[src/rtl/nn_pkg.sv]
// Shared output-layer definitions: classifier dimensions and scheduler states.
// Latency: n/a (types and constants only).
// Backpressure: n/a.
package nn_pkg;

  localparam int NUM_CLASSES = 10;
  localparam int SCORE_W     = 16;
  localparam int IDX_W       = 4;

  typedef enum logic [1:0] {
    IDLE  = 2'd0,
    ISSUE = 2'd1,
    WAIT  = 2'd2,
    DONE  = 2'd3
  } state_t;

endpackage

[src/rtl/argmax_acc.sv]
// Running maximum register: tracks the largest score seen so far and its index.
// Latency: one cycle from a load strobe to updated max_score/max_idx.
// Backpressure: none; the caller strobes load only when a score is accepted.
//
// Ports:
//   clk, reset         clock, asynchronous active-high reset
//   load               a score is presented this cycle
//   first              this score starts a new scan (overwrite unconditionally)
//   in_idx, in_score   index and unsigned score being offered
//   max_idx, max_score current winner
module argmax_acc #(
  parameter int SCORE_W = nn_pkg::SCORE_W,
  parameter int IDX_W   = nn_pkg::IDX_W
) (
  input  logic               clk,
  input  logic               reset,
  input  logic               load,
  input  logic               first,
  input  logic [IDX_W-1:0]   in_idx,
  input  logic [SCORE_W-1:0] in_score,
  output logic [IDX_W-1:0]   max_idx,
  output logic [SCORE_W-1:0] max_score
);

  logic take;

  // Strict greater-than keeps the earliest index on ties.
  assign take = load && (first || (in_score > max_score));

  always_ff @(posedge clk or posedge reset) begin
    if (reset) begin
      max_idx   <= '0;
      max_score <= '0;
    end else if (take) begin
      max_idx   <= in_idx;
      max_score <= in_score;
    end
  end

endmodule

[src/rtl/argmax_sched.sv]
// Sequenced argmax over the output layer: one MAC request per neuron, then report winner.
// Latency: 2*NUM_CLASSES+1 cycles from start to result_valid with zero-wait MAC engine.
// Backpressure: req_ready stalls hold the request stable; result held until result_ready.
//
// Ports:
//   clk, reset                      clock, asynchronous active-high reset
//   start, abort                    controller commands (start sampled in IDLE only)
//   busy                            high in any state except IDLE
//   req_valid, req_ready, req_idx   neuron evaluation request to the MAC engine
//   score_valid, score_data         one-cycle score return for the outstanding request
//   result_valid, result_ready      winner handshake
//   result_idx, result_score        winning class and its score
//   proto_err                       sticky: score seen outside WAIT
module argmax_sched
  import nn_pkg::*;
#(
  parameter int NUM_CLASSES = nn_pkg::NUM_CLASSES,
  parameter int SCORE_W     = nn_pkg::SCORE_W,
  parameter int IDX_W       = nn_pkg::IDX_W
) (
  input  logic               clk,
  input  logic               reset,
  input  logic               start,
  input  logic               abort,
  output logic               busy,
  output logic               req_valid,
  input  logic               req_ready,
  output logic [IDX_W-1:0]   req_idx,
  input  logic               score_valid,
  input  logic [SCORE_W-1:0] score_data,
  output logic               result_valid,
  input  logic               result_ready,
  output logic [IDX_W-1:0]   result_idx,
  output logic [SCORE_W-1:0] result_score,
  output logic               proto_err
);

  localparam logic [IDX_W-1:0] LAST_IDX = IDX_W'(NUM_CLASSES - 1);

  state_t             state, state_nxt;
  logic [IDX_W-1:0]   idx, idx_nxt;
  logic               proto_err_nxt;
  logic               acc_load;
  logic [IDX_W-1:0]   max_idx;
  logic [SCORE_W-1:0] max_score;

  always_ff @(posedge clk or posedge reset) begin
    if (reset) begin
      state     <= IDLE;
      idx       <= '0;
      proto_err <= 1'b0;
    end else begin
      state     <= state_nxt;
      idx       <= idx_nxt;
      proto_err <= proto_err_nxt;
    end
  end

  always_comb begin
    state_nxt     = state;
    idx_nxt       = idx;
    acc_load      = 1'b0;
    proto_err_nxt = proto_err;

    case (state)
      IDLE: begin
        // abort outranks everything, including a start arriving alongside it.
        if (start && !abort) begin
          state_nxt     = ISSUE;
          idx_nxt       = '0;
          proto_err_nxt = 1'b0;
        end
      end
      ISSUE: begin
        if (abort)          state_nxt = IDLE;
        else if (req_ready) state_nxt = WAIT;
      end
      WAIT: begin
        if (abort) begin
          state_nxt = IDLE;
        end else if (score_valid) begin
          acc_load = 1'b1;
          if (idx == LAST_IDX) begin
            state_nxt = DONE;
          end else begin
            idx_nxt   = idx + IDX_W'(1);
            state_nxt = ISSUE;
          end
        end
      end
      DONE: begin
        if (abort || result_ready) state_nxt = IDLE;
      end
      default: state_nxt = IDLE;
    endcase

    // A score outside WAIT has no request to belong to. Evaluated after the
    // start clear so a stray score in the start cycle is still flagged.
    if (score_valid && (state != WAIT)) proto_err_nxt = 1'b1;
  end

  argmax_acc #(
    .SCORE_W (SCORE_W),
    .IDX_W   (IDX_W)
  ) u_acc (
    .clk       (clk),
    .reset     (reset),
    .load      (acc_load),
    .first     (idx == '0),
    .in_idx    (idx),
    .in_score  (score_data),
    .max_idx   (max_idx),
    .max_score (max_score)
  );

  // Outputs decode from state so an abort or reset drops them at once;
  // data buses are gated to zero whenever their valid is low.
  assign busy         = (state != IDLE);
  assign req_valid    = (state == ISSUE);
  assign req_idx      = req_valid ? idx : '0;
  assign result_valid = (state == DONE);
  assign result_idx   = result_valid ? max_idx : '0;
  assign result_score = result_valid ? max_score : '0;

endmodule

[config.mk]
export PLATFORM = sky130hd
export DESIGN_NAME = argmax_sched
export DESIGN_NICKNAME = d
export VERILOG_FILES = /design/src/rtl/nn_pkg.sv /design/src/rtl/argmax_acc.sv /design/src/rtl/argmax_sched.sv
export SDC_FILE = /design/constraint.sdc
export NUM_CORES = 1
export LEC_CHECK = 0
export BUFFER_PORTS_ARGS = -buffer_cell sky130_fd_sc_hd__buf_2
export CAP_MARGIN = 25
export CORE_MARGIN = 3
export CORE_UTILIZATION = 56
export CTS_CLUSTER_DIAMETER = 150
export DETAILED_ROUTE_END_ITERATION = 10
export PLACE_DENSITY = 0.83
export SYNTH_ARGS = -nofsm -noshare
export SYNTH_HDL_FRONTEND = slang
export SYNTH_SLANG_ARGS = --single-unit
[constraint.sdc]
create_clock -name clk -period 7.45 [get_ports clk]
set_input_delay 1.8625 -clock clk [delete_from_list [all_inputs] [get_ports clk]]
set_output_delay 1.8625 -clock clk [all_outputs]
set_load 0.1 [all_outputs]
==> results of run 1 <==
==> layout make-up <==
class | instances | area [um2] | area share [%]
Clock inverter | 1 | 5.00 | 0.232
Timing Repair Buffer | 51 | 265 | 12.3
Inverter | 21 | 78.8 | 3.65
Sequential cell | 27 | 676 | 31.3
Tap cell | 44 | 55.1 | 2.55
Multi-Input combinational cell | 121 | 1060 | 49.0
Clock buffer | 3 | 22.5 | 1.04
==> how the worst max path moves through the flow <==
stage	slack, ps	cells past startpoint	to
3_3_place_gp	2980	7	u_acc.max_idx[2]
4_1_cts	3320	7	u_acc.max_score[14]
6_report	3320	7	u_acc.max_score[7]
2_1_floorplan	2650	3	req_idx[0]
5_1_grt	3270	7	u_acc.max_score[2]
3_5_place_dp	2960	7	u_acc.max_score[14]
==> metrics by stage <==
stage | cell area (um2) | utilization (%) | total power [mW] | hold WS, ps
after floorplan | 1860 | - | 0.325 | 475
after global placement | 2120 | 68.2 | 0.355 | 487
after detailed placement | 2120 | 68.2 | 0.362 | 489
after CTS | 2140 | 69.1 | 0.423 | 520
after global routing | 2160 | 69.6 | 0.456 | 549
final | 2160 | 69.6 | 0.421 | 522
==> Yosys cell counts (all sizes together) <==
cell type / instances / area (um2)
a31oi: 2 / 27.5
inv: 21 / 78.8
o211ai: 3 / 22.5
nand2: 9 / 33.8
ha: 19 / 238
dfrtp: 27 / 676
nor3: 1 / 5.00
a21o: 1 / 7.51
nand3: 3 / 15.0
nand4: 4 / 31.3
nor4b: 1 / 8.76
or4: 1 / 11.3
xor2: 2 / 17.5
a22o: 1 / 8.76
nor3b: 3 / 22.5
and3: 20 / 125
and2: 5 / 31.3
nand3b: 2 / 15.0
nand2b: 1 / 6.26
mux2: 20 / 300
nor2b: 2 / 12.5
buf: 3 / 27.5
nor2: 7 / 26.3
o21ai: 4 / 20.0
o31ai: 1 / 21.3
or3b: 1 / 8.76
or2: 1 / 6.26
clkbuf: 5 / 18.8
a21oi: 7 / 35.0
==> power by group <==
group	internal (mW)	leakage, nW	switching, mW
combinational	0.0749	0.806	0.0826
sequential	0.174	0.354	0.0275
clock	0.0201	0.0177	0.0416
==> routing by layer <==
layer	wire length, um	track usage, %
met3	143	3.39
met2	1790	34.3
met4	52	5.93
met5	0	0
met1	1570	23.0
==> worst max-delay path, cell delays in order <==
cell                      delay (ps)
sky130_fd_sc_hd__buf_2           110
sky130_fd_sc_hd__ha_1            310
sky130_fd_sc_hd__nand4_2         150
sky130_fd_sc_hd__or4_4           580
sky130_fd_sc_hd__a21o_1          200
sky130_fd_sc_hd__a31oi_4         770
sky130_fd_sc_hd__mux2_4          360
==> state kept, by name (all words and copies together) (netlist names) <==
signal	flops
idx	4
u_acc.max_idx	4
state	2
proto_err	1
u_acc.max_score	16
==> cell families (layout without fill, tap and decap cells) <==
group,Yosys count,after routing,share of synthesized area [%]
DFF,27,27,36.4
adders and majority gates,19,19,12.8
and+or+nand+nor,61,61,19.3
buffers and inverters,29,76,6.73
xor gates and xnor gates,2,2,0.943
muxes,20,20,16.2
AOI/OAI and AO/OA,19,19,7.68
==> impl_summary.log, run 1 <==
INFO  metric worst_r2r_endpoint = u_acc.max_score[7]
INFO  metric hold_path_startpoint = proto_err
INFO  metric clock.fmax = 242 MHz
INFO  metric rsz_0062_raised_after_global_routing = false
INFO  metric length_of_the_first_detailed_routing_pass_in_iterations = 4
INFO  metric layout-area-overhead-vs-synth = 16.2%
INFO  metric ios = 51
INFO  metric r2r_start = state[1]
INFO  metric cellPowerDensity = 195 nW/um2
INFO  metric reg2reg_depth = 5
INFO  metric worstPathMaxFanout = 20
INFO  metric finalSetupViolations = 0
INFO  metric postRouteWirelength = 3550 um
INFO  metric postCtsSetupBuffers = 0
INFO  metric clk_pin_slew = 140 ps
INFO  metric worstPathArrival = 4350 ps
INFO  metric tightestPinTransition = 950 ps
INFO  metric design.die.area = 4040 um2
INFO  metric die_height = 63.6 um
INFO  metric timing.max_slew.rel_slack = 36.7%
INFO  metric final_report_max_slew_violation_count = 0
INFO  metric core-area = 3100 um2
INFO  metric grt_overflow = 0
INFO  metric chip_width = 63.6 um
INFO  metric timing.clock.skew = 5.17 ps
INFO  metric synth.distinct_cells = 32
INFO  metric preCtsSetupSlack = 2960 ps
INFO  metric ant_nets = 0
INFO  metric cts_max_level = 1
INFO  metric cp-end-kind = register
INFO  metric min_tclk_post_route = 4130 ps
INFO  metric num-fill-cells = 254
INFO  metric cts_hold_buf = 0
INFO  metric synthesis.instances = 177
INFO  metric outcome = finished, final reports clean
INFO  metric antennaDiodeCount = 0
INFO  metric insertion_delay = 320 ps
INFO  metric route.vias.total = 1400
INFO  metric most-common-layout-cells = 50 x sky130_fd_sc_hd__buf_2, 27 x sky130_fd_sc_hd__dfrtp_1, 21 x sky130_fd_sc_hd__inv_1
INFO  metric grt_antenna_before_repair = 0
INFO  metric number_of_synthesized_register_bits = 27
INFO  metric netlist_area = 1860 um2
INFO  metric hold-path-endpoint = proto_err
INFO  metric non_filler_instances = 268
INFO  metric synthesis.area_per_instance = 10.5 um2
INFO  metric cts.repair.resized = 0
INFO  metric share_of_the_cycle_needed_by_the_critical_path_after_routing = 55.4%
INFO  metric largest_net_degree_at_the_start_of_global_routing = 30
INFO  metric worstHoldPathType = register to register
INFO  metric clock_tree.root_cell = sky130_fd_sc_hd__clkbuf_4
INFO  metric maxCapViolCount = 0
INFO  metric drtIter0Drc = 28
INFO  metric drc = 0
INFO  metric post_route_cells_drive_above_1_share = 36.2%
INFO  metric routed_wire_length_per_instance = 13.2 um
INFO  metric global_route.usage.total = 19.1%
INFO  metric io_buffer_count = 50
INFO  metric tritoncts = yes
INFO  metric tritoncts_num_sinks = 27
INFO  metric core.rowCount = 20
INFO  metric clock_tree.buffer_depth = 2
INFO  metric static-leakage-power = 1.18 nW
INFO  metric numCtsBuffers = 3
INFO  metric worstSetupStartpoint = score_data[15]
INFO  metric fin_tns_setup = 0 ps
INFO  metric setup.worst_path.class = primary input to register
INFO  metric numPlacedInstances = 263
INFO  metric yosysSeqAreaShare = 36.4%
INFO  metric final_hold_viol_count = 0
INFO  metric vdd_drop_max = 0.105 mV
INFO  metric wire_length_of_the_first_global_routing_pass = 6250 um
INFO  metric total_nets_final = 267
INFO  metric grt_pass1_vias = 1467
INFO  metric min_delay_path_depth = 1
INFO  metric place_congestion = 0.777
INFO  metric internal_reg_to_reg_setup_slack = 4450 ps
INFO  metric layout_commonest_cell = sky130_fd_sc_hd__buf_2
INFO  metric crit_path_start_kind = primary input
INFO  metric via_per_inst = 5.22
INFO  metric start_util = 59.9%
INFO  metric post_dp_hpwl = 2780 um
INFO  metric layout_setup_ws = 3320 ps
INFO  metric postSynthNetCount = 219
INFO  metric critPathRequiredTime = 7670 ps
INFO  metric yosysWarnings = 0
No activity file was read; power rests on OpenSTA's default activity.
==> run 2: changes to the inputs <==
CORE_UTILIZATION = 52   (was 56)
PLACE_DENSITY = 0.77   (was 0.83)
clock period = 4.2 ns   (was 7.45 ns; I/O delays follow)
==> impl_summary.log, run 2 (synthesis gave the netlist of run 1 again) <==
INFO  metric outcome = finished, final reports clean
INFO  metric cts_hold_buf = 0
INFO  metric core.rowCount = 21
INFO  metric routed-wl-met2 = 1780 um
INFO  metric cp-end-kind = output port
INFO  metric cts.repair.resized = 0
INFO  metric core-area = 3390 um2
INFO  metric timing.max_slew.rel_slack = 51.6%
INFO  metric chip_width = 65.8 um
INFO  metric max_flop_register = u_acc.max_score
INFO  metric crit_path_cell_trace = nor2b_1 > and2_1 > buf_2
INFO  metric length_of_the_first_detailed_routing_pass_in_iterations = 4
INFO  metric clk_pin_slew = 150 ps
INFO  metric drtIter0Drc = 51
INFO  metric cellPowerDensity = 343 nW/um2
INFO  metric most-common-layout-cells = 50 x sky130_fd_sc_hd__buf_2, 27 x sky130_fd_sc_hd__dfrtp_1, 21 x sky130_fd_sc_hd__inv_1
INFO  metric worst-path-buf-inv = 1
INFO  metric insertion_delay = 330 ps
INFO  metric postRouteWirelength = 3700 um
INFO  metric preCtsSetupSlack = 730 ps
INFO  metric via_per_inst = 5.26
INFO  metric largest_register_ffs = 16
INFO  metric tightestPinTransition = 726 ps
INFO  metric design.die.area = 4330 um2
INFO  metric grt_overflow = 0
INFO  metric route.layer.met1.wl = 1680 um
INFO  metric critPathRequiredTime = 3150 ps
INFO  metric timing.clock.skew = 7.40 ps
INFO  metric wire_length_of_the_first_global_routing_pass = 6420 um
INFO  metric min_tclk_post_route = 3120 ps
INFO  metric routed_wire_length_per_instance = 13.6 um
INFO  metric tritoncts_num_sinks = 27
INFO  metric static-leakage-power = 1.19 nW
INFO  metric worstPathArrival = 2070 ps
INFO  metric setup.worst_path.class = register to output port
INFO  metric vdd_drop_max = 0.231 mV
INFO  metric die_height = 65.8 um
INFO  metric non_filler_instances = 271
INFO  metric final_report_max_slew_violation_count = 0
INFO  metric finalSetupViolations = 0
INFO  metric clock.fmax = 320 MHz
INFO  metric fin_tns_setup = 0 ps
INFO  metric rsz_0062_raised_after_global_routing = false
INFO  metric antennaDiodeCount = 0
INFO  metric drc = 0
INFO  metric grt_antenna_before_repair = 0
INFO  metric place_congestion = 0.753
INFO  metric dr_wl_met3 = 184 um
INFO  metric share_of_the_cycle_needed_by_the_critical_path_after_routing = 74.4%
INFO  metric layout_setup_ws = 1080 ps
INFO  metric final_core_utilization = 64.7%
INFO  metric postCtsSetupBuffers = 0
INFO  metric worstHoldPathType = register to register
INFO  metric numCtsBuffers = 3
INFO  metric crit_path_start_kind = register
INFO  metric global_route.usage.total = 18.9%
INFO  metric ant_nets = 0
INFO  metric critPathMaxStageDelay = 840 ps
INFO  metric clock_tree.root_cell = sky130_fd_sc_hd__clkbuf_4
INFO  metric post_dp_hpwl = 2820 um
INFO  metric grt_pass1_vias = 1422
INFO  metric layout_commonest_cell = sky130_fd_sc_hd__buf_2
INFO  metric num-fill-cells = 285
INFO  metric final_hold_viol_count = 0
INFO  metric largest_net_degree_at_the_start_of_global_routing = 30
INFO  metric ios = 51
INFO  metric cts_max_level = 1
INFO  metric io_buffer_count = 50
INFO  metric total_nets_final = 268
INFO  metric clock_tree.buffer_depth = 2
INFO  metric layout-area-overhead-vs-synth = 18.1%
INFO  metric tritoncts = yes
INFO  metric worstPathMaxFanout = 29
INFO  metric post_route_cells_drive_above_1_share = 36.4%
INFO  metric maxCapViolCount = 0
INFO  metric critical_path.top_delay_family = flip-flops
INFO  metric route.vias.total = 1425
INFO  metric cpMaxStageDelayCell = sky130_fd_sc_hd__dfrtp_1
INFO  metric reg.largest.list = u_acc.max_score x16, idx x4, u_acc.max_idx x4
INFO  metric start_util = 54.8%
INFO  metric numPlacedInstances = 266
INFO  metric highest_layer = met4
[run 2: cell types whose count changed in the layout (fill, tap and decap cells not counted)]
cell / change
sky130_fd_sc_hd__buf_12: +1
sky130_fd_sc_hd__buf_8: -1
sky130_fd_sc_hd__buf_16: +1
[run 2: per-layer routing]
layer / track usage (%) / vias to the layer above
met2: 32.0 / 39
li1: - / 709
met4: 6.22 / 0
met5: 0 / -
met1: 24.9 / 672
met3: 2.21 / 5
[run 2: per-stage QoR]
step	instance area [um2]	power [mW]	hold WS [ps]
finish	2190	0.753	521
global route	2190	0.818	546
CTS	2170	0.760	525
detailed placement	2140	0.646	492
global placement	2140	0.632	488
floorplan	1860	0.576	475
[run 2: final cells by class]
| class | count | area (um2) | share of cell area [%] |
|---|---|---|---|
| Clock buffer | 3 | 22.5 | 1.03 |
| Clock inverter | 1 | 5.00 | 0.228 |
| Inverter | 21 | 78.8 | 3.59 |
| Multi-Input combinational cell | 121 | 1060 | 48.2 |
| Sequential cell | 27 | 676 | 30.8 |
| Tap cell | 46 | 57.6 | 2.62 |
| Timing Repair Buffer | 52 | 298 | 13.6 |
[run 2: final timing paths]
path	start	to	slack (ps)	cells past startpoint
worst max-delay path	state[0]	req_idx[2]	1080	3
worst min-delay path	proto_err	proto_err	520	1
worst max register to register	state[1]	u_acc.max_score[3]	1370	6
worst min register to register	proto_err	proto_err	520	1
max in group asynchronous	reset	u_acc.max_score[0]	2990	3
min in group asynchronous	reset	u_acc.max_score[12]	730	2
[run 2: report_power, final]
group	total [mW]	internal [mW]	switching, mW
sequential	0.359	0.309	0.0499
combinational	0.281	0.135	0.146
clock	0.113	0.0358	0.0770
total	0.753	0.480	0.273
==> run 3: changes to the inputs <==
clock period = 3.11 ns   (was 4.2 ns; I/O delays follow)
==> impl_summary.log, run 3 (synthesis gave the netlist of run 1 again) <==
INFO  metric numCtsBuffers = 3
INFO  metric timing.max_slew.rel_slack = 46.3%
INFO  metric io_buffer_count = 50
INFO  metric reg.largest.list = u_acc.max_score x16, idx x4, u_acc.max_idx x4
INFO  metric net_switching_share_of_the_total_power = 35.8%
INFO  metric clock_power_share = 14.9%
INFO  metric core-area = 3390 um2
INFO  metric most-common-layout-cells = 50 x sky130_fd_sc_hd__buf_2, 27 x sky130_fd_sc_hd__dfrtp_1, 21 x sky130_fd_sc_hd__inv_1
INFO  metric maxCapViolCount = 0
INFO  metric layout_setup_ws = 397 ps
INFO  metric rsz_0062_raised_after_global_routing = false
INFO  metric ios = 51
INFO  metric clk_pin_slew = 140 ps
INFO  metric tritoncts = yes
INFO  metric crit_path_cell_trace = and3_1 > buf_2
INFO  metric total_switching_power = 0.362 mW
INFO  metric finalSetupViolations = 0
INFO  metric critical_path.top_delay_family = flip-flops
INFO  metric antennaDiodeCount = 0
INFO  metric place_congestion = 0.754
INFO  metric vdd_drop_max = 0.238 mV
INFO  metric clock_tree.buffer_depth = 2
INFO  metric via_per_inst = 5.20
INFO  metric route.vias.total = 1424
INFO  metric length_of_the_first_detailed_routing_pass_in_iterations = 4
INFO  metric preCtsSetupSlack = 133 ps
INFO  metric fin_tns_setup = 0 ps
INFO  metric wire_length_of_the_first_global_routing_pass = 5970 um
INFO  metric post_route_cells_drive_above_1_share = 37.3%
INFO  metric tritoncts_num_sinks = 27
INFO  metric critPathRequiredTime = 2330 ps
INFO  metric numPlacedInstances = 270
INFO  metric non_filler_instances = 274
INFO  metric min_tclk_post_route = 2710 ps
INFO  metric worstHoldPathType = primary input to asynchronous set/reset pin
INFO  metric ant_nets = 0
INFO  metric crit_path_start_kind = register
INFO  metric total_nets_final = 271
INFO  metric outcome = finished, final reports clean
INFO  metric final_report_max_slew_violation_count = 0
INFO  metric timing.clock.skew = 5.60 ps
INFO  metric largest_net_degree_at_the_start_of_global_routing = 29
INFO  metric grt_overflow = 0
INFO  metric tightestPinTransition = 805 ps
INFO  metric drc = 0
INFO  metric grt_pass1_vias = 1340
INFO  metric power_report.internal_total = 0.649 mW
INFO  metric worstPathMaxFanout = 28
INFO  metric worst-path-buf-inv = 1
INFO  metric critPathMaxStageDelay = 890 ps
INFO  metric die_height = 65.8 um
INFO  metric global_route.usage.total = 17.8%
INFO  metric cts.repair.resized = 0
INFO  metric clock.fmax = 369 MHz
INFO  metric layout-area-overhead-vs-synth = 18.6%
INFO  metric static-leakage-power = 1.20 nW
INFO  metric share_of_the_cycle_needed_by_the_critical_path_after_routing = 87.2%
INFO  metric cts_max_level = 1
INFO  metric design.die.area = 4330 um2
INFO  metric postRouteWirelength = 3550 um
INFO  metric p_seq_share = 47.7%
INFO  metric cellPowerDensity = 459 nW/um2
INFO  metric start_util = 54.8%
INFO  metric cpMaxStageDelayCell = sky130_fd_sc_hd__dfrtp_1
INFO  metric total_power = 1.01 mW
INFO  metric cts_hold_buf = 0
INFO  metric max_flop_register = u_acc.max_score
INFO  metric worstPathArrival = 1940 ps
INFO  metric post_dp_hpwl = 2720 um
INFO  metric postCtsSetupBuffers = 0
INFO  metric largest_register_ffs = 16
INFO  metric routed_wire_length_per_instance = 12.9 um
INFO  metric comb_power_share = 37.4%
INFO  metric drtIter0Drc = 63
INFO  metric grt_antenna_before_repair = 0
INFO  metric cp-end-kind = output port
INFO  metric layout_commonest_cell = sky130_fd_sc_hd__buf_2
INFO  metric insertion_delay = 320 ps
INFO  metric setup.worst_path.class = register to output port
INFO  metric final_hold_viol_count = 0
INFO  metric clock_tree.root_cell = sky130_fd_sc_hd__clkbuf_4
INFO  metric chip_width = 65.8 um
INFO  metric core.rowCount = 21
==> run 3: cell count changes in the layout (fill, tap and decap cells not counted) <==
cell | before | now
sky130_fd_sc_hd__buf_4 | 0 | 4
sky130_fd_sc_hd__buf_16 | 1 | 0
sky130_fd_sc_hd__clkbuf_1 | 0 | 1
sky130_fd_sc_hd__clkinv_2 | 1 | 0
sky130_fd_sc_hd__nor2b_1 | 2 | 1
sky130_fd_sc_hd__nor2b_4 | 0 | 1
==> run 3: routing by layer <==
layer | up-vias | global-route usage [%] | part of all wire (%)
met5 | - | 0 | 0
met4 | 0 | 6.22 | 1.1
met3 | 4 | 2.21 | 4.9
met2 | 35 | 30.3 | 47
met1 | 670 | 23.3 | 47
li1 | 715 | - | -
==> run 3: worst register-to-register path: cells and delay by family (launching register included) <==
family | cells | cell delay [ps]
muxes | 1 | 310
and+or+nand+nor | 2 | 730
AOI/OAI and AO/OA | 2 | 400
DFF | 1 | 400
adders and majority gates | 1 | 320
buffers and inverters | 2 | 260
==> run 3: power by group through the flow <==
| stage | clock (mW) | combinational (mW) | sequential, mW |
|---|---|---|---|
| after global routing | 0.173 | 0.426 | 0.495 |
| after floorplan | 0 | 0.311 | 0.469 |
| after CTS | 0.157 | 0.383 | 0.483 |
| final | 0.151 | 0.378 | 0.482 |
| after detailed placement | 0 | 0.382 | 0.489 |
| after global placement | 0 | 0.372 | 0.487 |
==> run 3: through the flow <==
step,utilization (%),instance area [um2],hold WS [ps]
after floorplan,-,1870,475
after global placement,64.2,2180,488
after detailed placement,64.2,2180,488
after CTS,65.0,2200,479
after global routing,65.0,2200,484
final,65.0,2200,475
==> run 3: final cells by class <==
cell class	count	area (um2)
Fill cell	288	1190
Clock buffer	4	26.3
Inverter	21	78.8
Tap cell	46	57.6
Multi-Input combinational cell	121	1060
Timing Repair Buffer	55	300
Sequential cell	27	676
==> run 3: path summary, 6_finish.rpt <==
path / startpoint / to / slack, ps / depth (start not counted)
max in group asynchronous: reset / u_acc.max_idx[0] / 2380 / 3
setup / recovery: state[1] / result_score[3] / 400 / 2
setup reg to reg: u_acc.max_score[15] / u_acc.max_score[10] / 610 / 8
hold / removal: reset / state[1] / 470 / 3
hold reg to reg: u_acc.max_idx[2] / u_acc.max_idx[2] / 520 / 1
min in group clk: u_acc.max_idx[2] / u_acc.max_idx[2] / 520 / 1
